### src/rtl/mips_mul_div.sv
// MIPS HI/LO multiply-divide unit: 32-iteration shift-add multiplier and
// restoring divider sharing one 64-bit accumulator, plus MTHI/MTLO writes.
module mips_mul_div (
  input  logic        clk,
  input  logic        reset,
  input  logic [31:0] operand_a,
  input  logic [31:0] operand_b,
  input  logic        signal_start,
  input  logic [1:0]  op,
  input  logic        signal_mthi,
  input  logic        signal_mtlo,
  output logic [31:0] hi,
  output logic [31:0] lo,
  output logic        busy,
  output logic        done
);

  typedef enum logic [1:0] {
    IDLE,
    RUN,
    FINISH
  } state_t;

  state_t      state;
  logic [1:0]  op_q;
  logic [31:0] a_raw;
  logic [31:0] addend;
  logic        neg_a;
  logic        neg_b;
  logic        div_zero;
  logic [63:0] acc;
  logic [4:0]  cnt;

  logic        sgn_in;
  logic [31:0] a_mag_in;
  logic [31:0] b_mag_in;
  logic [32:0] sum;
  logic [32:0] rsh;
  logic [32:0] diff;
  logic [63:0] acc_nxt;
  logic [63:0] prod;
  logic [31:0] quo;
  logic [31:0] rem;
  logic [31:0] res_hi;
  logic [31:0] res_lo;

  assign sgn_in   = ~op[0];
  assign a_mag_in = (sgn_in && operand_a[31]) ? -operand_a : operand_a;
  assign b_mag_in = (sgn_in && operand_b[31]) ? -operand_b : operand_b;

  always_comb begin
    sum     = {1'b0, acc[63:32]} + (acc[0] ? {1'b0, addend} : 33'd0);
    rsh     = {acc[63:32], acc[31]};
    diff    = rsh - {1'b0, addend};
    acc_nxt = {sum, acc[31:1]};
    if (op_q[1]) begin
      if (!diff[32])
        acc_nxt = {diff[31:0], acc[30:0], 1'b1};
      else
        acc_nxt = {rsh[31:0], acc[30:0], 1'b0};
    end
  end

  // Sign correction of the magnitude result from the final iteration
  always_comb begin
    prod   = (neg_a ^ neg_b) ? -acc_nxt : acc_nxt;
    quo    = (neg_a ^ neg_b) ? -acc_nxt[31:0] : acc_nxt[31:0];
    rem    = neg_a ? -acc_nxt[63:32] : acc_nxt[63:32];
    res_hi = prod[63:32];
    res_lo = prod[31:0];
    if (op_q[1]) begin
      res_hi = div_zero ? a_raw : rem;
      res_lo = div_zero ? 32'hFFFF_FFFF : quo;
    end
  end

  always_ff @(posedge clk or posedge reset) begin
    if (reset) begin
      state    <= IDLE;
      op_q     <= 2'd0;
      a_raw    <= 32'd0;
      addend   <= 32'd0;
      neg_a    <= 1'b0;
      neg_b    <= 1'b0;
      div_zero <= 1'b0;
      acc      <= 64'd0;
      cnt      <= 5'd0;
      hi       <= 32'd0;
      lo       <= 32'd0;
      busy     <= 1'b0;
      done     <= 1'b0;
    end else begin
      done <= 1'b0;
      unique case (state)
        IDLE, FINISH: begin
          if (signal_start) begin
            state    <= RUN;
            busy     <= 1'b1;
            cnt      <= 5'd0;
            op_q     <= op;
            a_raw    <= operand_a;
            neg_a    <= sgn_in & operand_a[31];
            neg_b    <= sgn_in & operand_b[31];
            div_zero <= (operand_b == 32'd0);
            addend   <= op[1] ? b_mag_in : a_mag_in;
            acc      <= {32'd0, op[1] ? a_mag_in : b_mag_in};
          end else begin
            state <= IDLE;
            if (signal_mthi) hi <= operand_a;
            if (signal_mtlo) lo <= operand_a;
          end
        end
        RUN: begin
          acc <= acc_nxt;
          cnt <= cnt + 5'd1;
          if (cnt == 5'd31) begin
            state <= FINISH;
            busy  <= 1'b0;
            done  <= 1'b1;
            hi    <= res_hi;
            lo    <= res_lo;
          end
        end
        default: state <= IDLE;
      endcase
    end
  end

endmodule
### config.mk
export PLATFORM = sky130hd
export DESIGN_NAME = mips_mul_div
export DESIGN_NICKNAME = d
export VERILOG_FILES = /design/src/rtl/mips_mul_div.sv
export SDC_FILE = /design/constraint.sdc
export NUM_CORES = 1
export LEC_CHECK = 0
export ABC_AREA = 1
export CORE_MARGIN = 2
export CORE_UTILIZATION = 45
export DETAILED_ROUTE_END_ITERATION = 6
export PLACE_DENSITY_LB_ADDON = 0.25
export SLEW_MARGIN = 0
export SYNTH_ARGS = -nofsm -noshare
export SYNTH_HDL_FRONTEND = slang
export SYNTH_SLANG_ARGS = --single-unit
### constraint.sdc
create_clock -name clk -period 10.5 [get_ports clk]
set_clock_uncertainty 0.1 [all_clocks]
set_input_delay 2.625 -clock clk [delete_from_list [all_inputs] [get_ports clk]]
set_output_delay 2.625 -clock clk [all_outputs]
set_load 0.01 [all_outputs]
### Yosys cells after proc, flatten, opt, wreduce, memory -nomap -nowiden

Cells that the tools add are included.

* register bits: 206
* output and inout bits: 66
* input bits: 71

* mux-type cells: 34
* reduce and logical (&&, ||, !) cells: 11
* bitwise logic cells: 4
* $add $sub $neg: 8
* eq/ne operators: 8

Operators with widths (count)
* two-way mux 32 bit: 17
* two-way mux 64 bit: 4
* negation 32 bit: 4
* case mux 32 bit (2 select lines): 2
* case mux 64 bit (2 select lines): 1
* negation 64 bit: 1
* adder 32 x 32 -> 33 bit: 1
* subtractor 33 x 32 -> 33 bit: 1
* logical NOT 32 bit: 1
* != test 2 bit, second input constant: 5
* case mux 5 bit (2 select lines): 1
* AND reduction 4 bit: 2
* adder 5 x 1 -> 5 bit, second input constant: 1
* equality test 5 bit, second input constant: 1
* two-way mux 1 bit: 5
* two-way mux 5 bit: 1
* case mux 2 bit (2 select lines): 1
* AND reduction 2 bit: 2
* AND reduction 3 bit: 1
* bitwise AND 1 bit: 2
* equality test 2 x 1 -> 1 bit, second input constant: 1
* equality test 2 bit, second input constant: 1
* logical AND 1 bit: 2
* logical NOT 2 bit: 1
* other kinds (6): 6

### Logic depth before layout (Yosys ltp)

* depth in word-level cells: 9
* gate-level depth with buffers: 33

### Least setup slack after synthesis

Ideal clock, no wire load.

* path kind: input-to-reg
* start: input port operand_b[0]
* end: register addend[26]
* stages on the path: 15
* arrival: 4.786 ns
* path buffers: 0
* slack: 5.480 ns
* data required time: 10.266 ns
* path through: inv_1 > ha_1 > inv_1 > nor3_1 > nand2_1 > nor3_1 > nand3_1 > nand3b_1 > nor3_1 > nand2_1 > nor4_1 > a21oi_1 > xor2_1 > a22oi_1 > o21ai_0

* word-level cells in the longest chain between the ends: 3

RTL lines
* from (decl): line 7 `input logic [31:0] operand_b,`
* negation 32 bit: line 49 `assign b_mag_in = (sgn_in && operand_b[31]) ? -operand_b : operand_b;`
* two-way mux 32 bit: line 49
* two-way mux 32 bit: line 105 `addend <= op[1] ? b_mag_in : a_mag_in;`
* to (signal assigned): line 105
* to (decl): line 27 `logic [31:0] addend;`

Every way passes these cells.
A chain may end at the register's enable or synchronous reset.

### Worst setup path after layout

* start: register acc[31]
* end: register hi[16]

* word-level cells in the longest chain between the ends: 9
* elaborated cells on any way between the ends: 11
* classes of those cells: add/sub (3); mux (8)

RTL lines
* from (decl): line 31 `logic [63:0] acc;`
* from (signal assigned): line 106 `acc <= {32'd0, op[1] ? a_mag_in : b_mag_in};`
* from (signal assigned): line 114 `acc <= acc_nxt;`
* subtractor 33 x 32 -> 33 bit: line 54 `diff = rsh - {1'b0, addend};`
* two-way mux 64 bit: line 57 `if (!diff[32])`
* two-way mux 64 bit *: line 56 `if (op_q[1]) begin`
* negation 32 bit: line 68 `rem = neg_a ? -acc_nxt[63:32] : acc_nxt[63:32];`
* two-way mux 32 bit: line 68
* two-way mux 32 bit: line 72 `res_hi = div_zero ? a_raw : rem;`
* two-way mux 32 bit *: line 71 `if (op_q[1]) begin`
* two-way mux 32 bit *: line 116 `if (cnt == 5'd31) begin`
* case mux 32 bit (2 select lines) *: line 94 `unique case (state)`
* to (signal assigned): line 109 `if (signal_mthi) hi <= operand_a;`
* to (signal assigned): line 120 `hi <= res_hi;`
* to (decl): line 12 `output logic [31:0] hi,`

Mark *: on every way between the ends. The rest lies on a longest branch, timed or not. The select of a mux whose other input is x is not followed.

==> results.cfg <==
[sta]
fmax_ghz = 0.1647
max-slew-margin-rel = 0.2969
setup_viol = 0
slew_violations = 0
finalHoldViolations = 0
min_period_ns = 6.072
fin_ws_ns = 4.428
period_share = 0.5783
finalSetupTns_ns = 0
tightest_slew_ns = 1.055
rsz0062_at_grt = false

[setup_path]
start_kind = flop
cp.required_ns = 10.86
cp_slowest_cell = nor2_1
critPathCaptureType = flop
cp_data_arrival_time_ns = 6.43
cp_max_fo = 11
r2r.worst_path.cells = 31
path_class = flop to flop
max_stage_delay_ns = 0.57

[yosys]
synth_edf_count = 0
syn_area_per_cell_sq_um = 5.962
post_synth_num_cell_types = 60
synth_cells = 3413
yosys_warnings = 0
synth_area_sq_um = 20350
ys_async_sr_fraction = 1.000
synthFlopType = dfrtp_1
seq_area_frac_synth = 0.2521
syn_nets = 3556
ys_ff_latch = 205

[drt]
postRouteAntennaNets = 0
routed_wl_microns = 91620
via_per_inst = 5.827
drt_pre_antenna_iters = 6
remaining_drc_errors = 0
wire_per_inst_microns = 22.42
drtIter0Drc = 3053
vias = 23810

[final_layout]
finalNetCount = 3620
multiInputGateArea_sq_um = 12800
seqCellArea_sq_um = 5134
fill_cells = 4750
drive_gt1_frac = 0.05009
antenna_cells = 0
syn_to_final_growth_pct = 12.83

[grt]
track_usage = 0.3846
antenna_found_initial = 1
grt_max_degree = 99
grt_pass1_wl_microns = 136100
overflow = 0
grt_pass1_vias = 22058

[worst_hold_path]
min_path_cells = 1
hold_path_class = flop to flop

[cts]
cts_max_path_buffers = 3
cts_resized = 0
clk_pin_slew_ns = 0.06
cts_hold_buf = 0
cts.sinks = 205
post_cts_buffers = 0
ctsRootBufferMaster = clkbuf_16
cts_made_buffers = 26
htree_levels = 1
cts_tree = yes
clk_latency_ns = 0.57

[placement]
place_hpwl_microns = 72070
finalWeightedCongestion = 1.047
port_buffers = 136
post-place-ws_ns = 4.344

[floorplan]
ios = 137
core_area_sq_um = 44410
die_h_microns = 216.6
dieWidth_microns = 216.6
dieArea_sq_um = 46940
rows = 77
initial_core_util = 0.4582

[run]
drv_cap = 0

[run_status]
status = completed
-- logic make-up (layout without fill, tap and decap cells) --
kind of cell	count (synthesis)	in the layout	share of synthesized area
adder cells (fa/ha/maj)	72	72	0.04501
XOR/XNOR	75	75	0.03228
AO/OA/AOI/OAI	559	559	0.1628
flip-flops	205	205	0.2521
AND/OR/NAND/NOR	1879	1879	0.3878
buffers and inverters	623	704	0.1200
-- cell usage in the layout, fill, tap and decap left out, types with 15 or more instances in the layout --
master / instances
nand2_2: 33
ha_1: 70
a21oi_1: 145
o21a_1: 16
dfrtp_1: 204
o211ai_1: 15
clkbuf_16: 26
nor3_1: 40
inv_1: 485
nand2_1: 1072
buf_4: 25
o21ai_0: 215
o22ai_1: 37
nor2_2: 19
o221ai_1: 20
nand3_1: 279
nor2_1: 359
xor2_1: 65
a31oi_1: 20
clkdlybuf4s50_1: 136
nand4_1: 24
-- worst max-delay path, delay by kind of cell, from the launching register on --
family	cells	cell delay (ns)
flops	1	0.39
buf+inv	4	0.46
simple gates	23	4.03
fa+ha+maj	3	0.83
compound gates	1	0.12
-- path summary, 6_finish.rpt --
kind | endpoint | startpoint | slack, ns
min in group asynchronous | cnt[3]$_DFFE_PP0P_ | reset | 2.52
worst max register to register | hi[16]$_DFFE_PP0P_ | acc[31]$_DFFE_PP0P_ | 4.43
worst min register to register | cnt[3]$_DFFE_PP0P_ | cnt[3]$_DFFE_PP0P_ | 0.37
max in group asynchronous | op_q[1]$_DFFE_PP0P_ | reset | 6.39
worst min-delay path | cnt[3]$_DFFE_PP0P_ | cnt[3]$_DFFE_PP0P_ | 0.37
worst max-delay path | hi[16]$_DFFE_PP0P_ | acc[31]$_DFFE_PP0P_ | 4.43
-- layout make-up --
cell class,instances,area share
clock buffer,34,0.03095
clock inverter,11,0.006322
inverter,498,0.08180
multi-input combinational,2585,0.5576
sequential,205,0.2236
tap,592,0.03226
timing repair buffer,161,0.06747
-- through the flow --
| step | utilization | cell area, sq um | hold WS (ns) | cells |
|---|---|---|---|---|
| 2_1_floorplan | - | 20350 | 0.3402 | 3413 |
| 5_1_grt | 0.5169 | 22960 | 0.3902 | 4086 |
| 4_1_cts | 0.5169 | 22960 | 0.3802 | 4086 |
| 3_5_place_dp | 0.4977 | 22100 | 0.3728 | 4041 |
| 6_report | 0.5169 | 22960 | 0.3748 | 4086 |
| 3_3_place_gp | 0.4977 | 22100 | 0.3626 | 4041 |
-- per-layer routing --
layer,up-vias,part of all wire,global-route usage
li1,11081,-,-
met2,1390,0.43,0.6010
met3,280,0.087,0.04421
met4,0,0.073,0.2267
met5,-,0,0
met1,11059,0.41,0.5132
-- flip-flops by register name (all words and copies together) (netlist names), 2 cells and up --
name / count
acc: 64
state: 2
hi: 32
addend: 32
cnt: 5
a_raw: 32
lo: 32
-- cells in the mapped netlist (16+ instances only) --
cell type | number | area (sq um)
o221ai_1 | 20 | 175.2
inv_1 | 489 | 1836
nand4_1 | 24 | 150.1
buf_2 | 21 | 105.1
xor2_1 | 65 | 569.3
dfrtp_1 | 205 | 5130
nor2_2 | 17 | 106.4
nand2_1 | 1073 | 4028
clkbuf_1 | 89 | 334.1
o22ai_1 | 37 | 231.5
nand3_1 | 279 | 1396
a31oi_1 | 20 | 125.1
ha_1 | 70 | 875.8
nor2_1 | 362 | 1359
a21oi_1 | 145 | 725.7
nor3_1 | 40 | 200.2
o21a_1 | 16 | 120.1
nand2_2 | 32 | 200.2
o21ai_0 | 215 | 1076
Power is left out: the tool's default activity adds up to more than one toggle a clock period on the data nets, which glitch-free logic cannot reach.
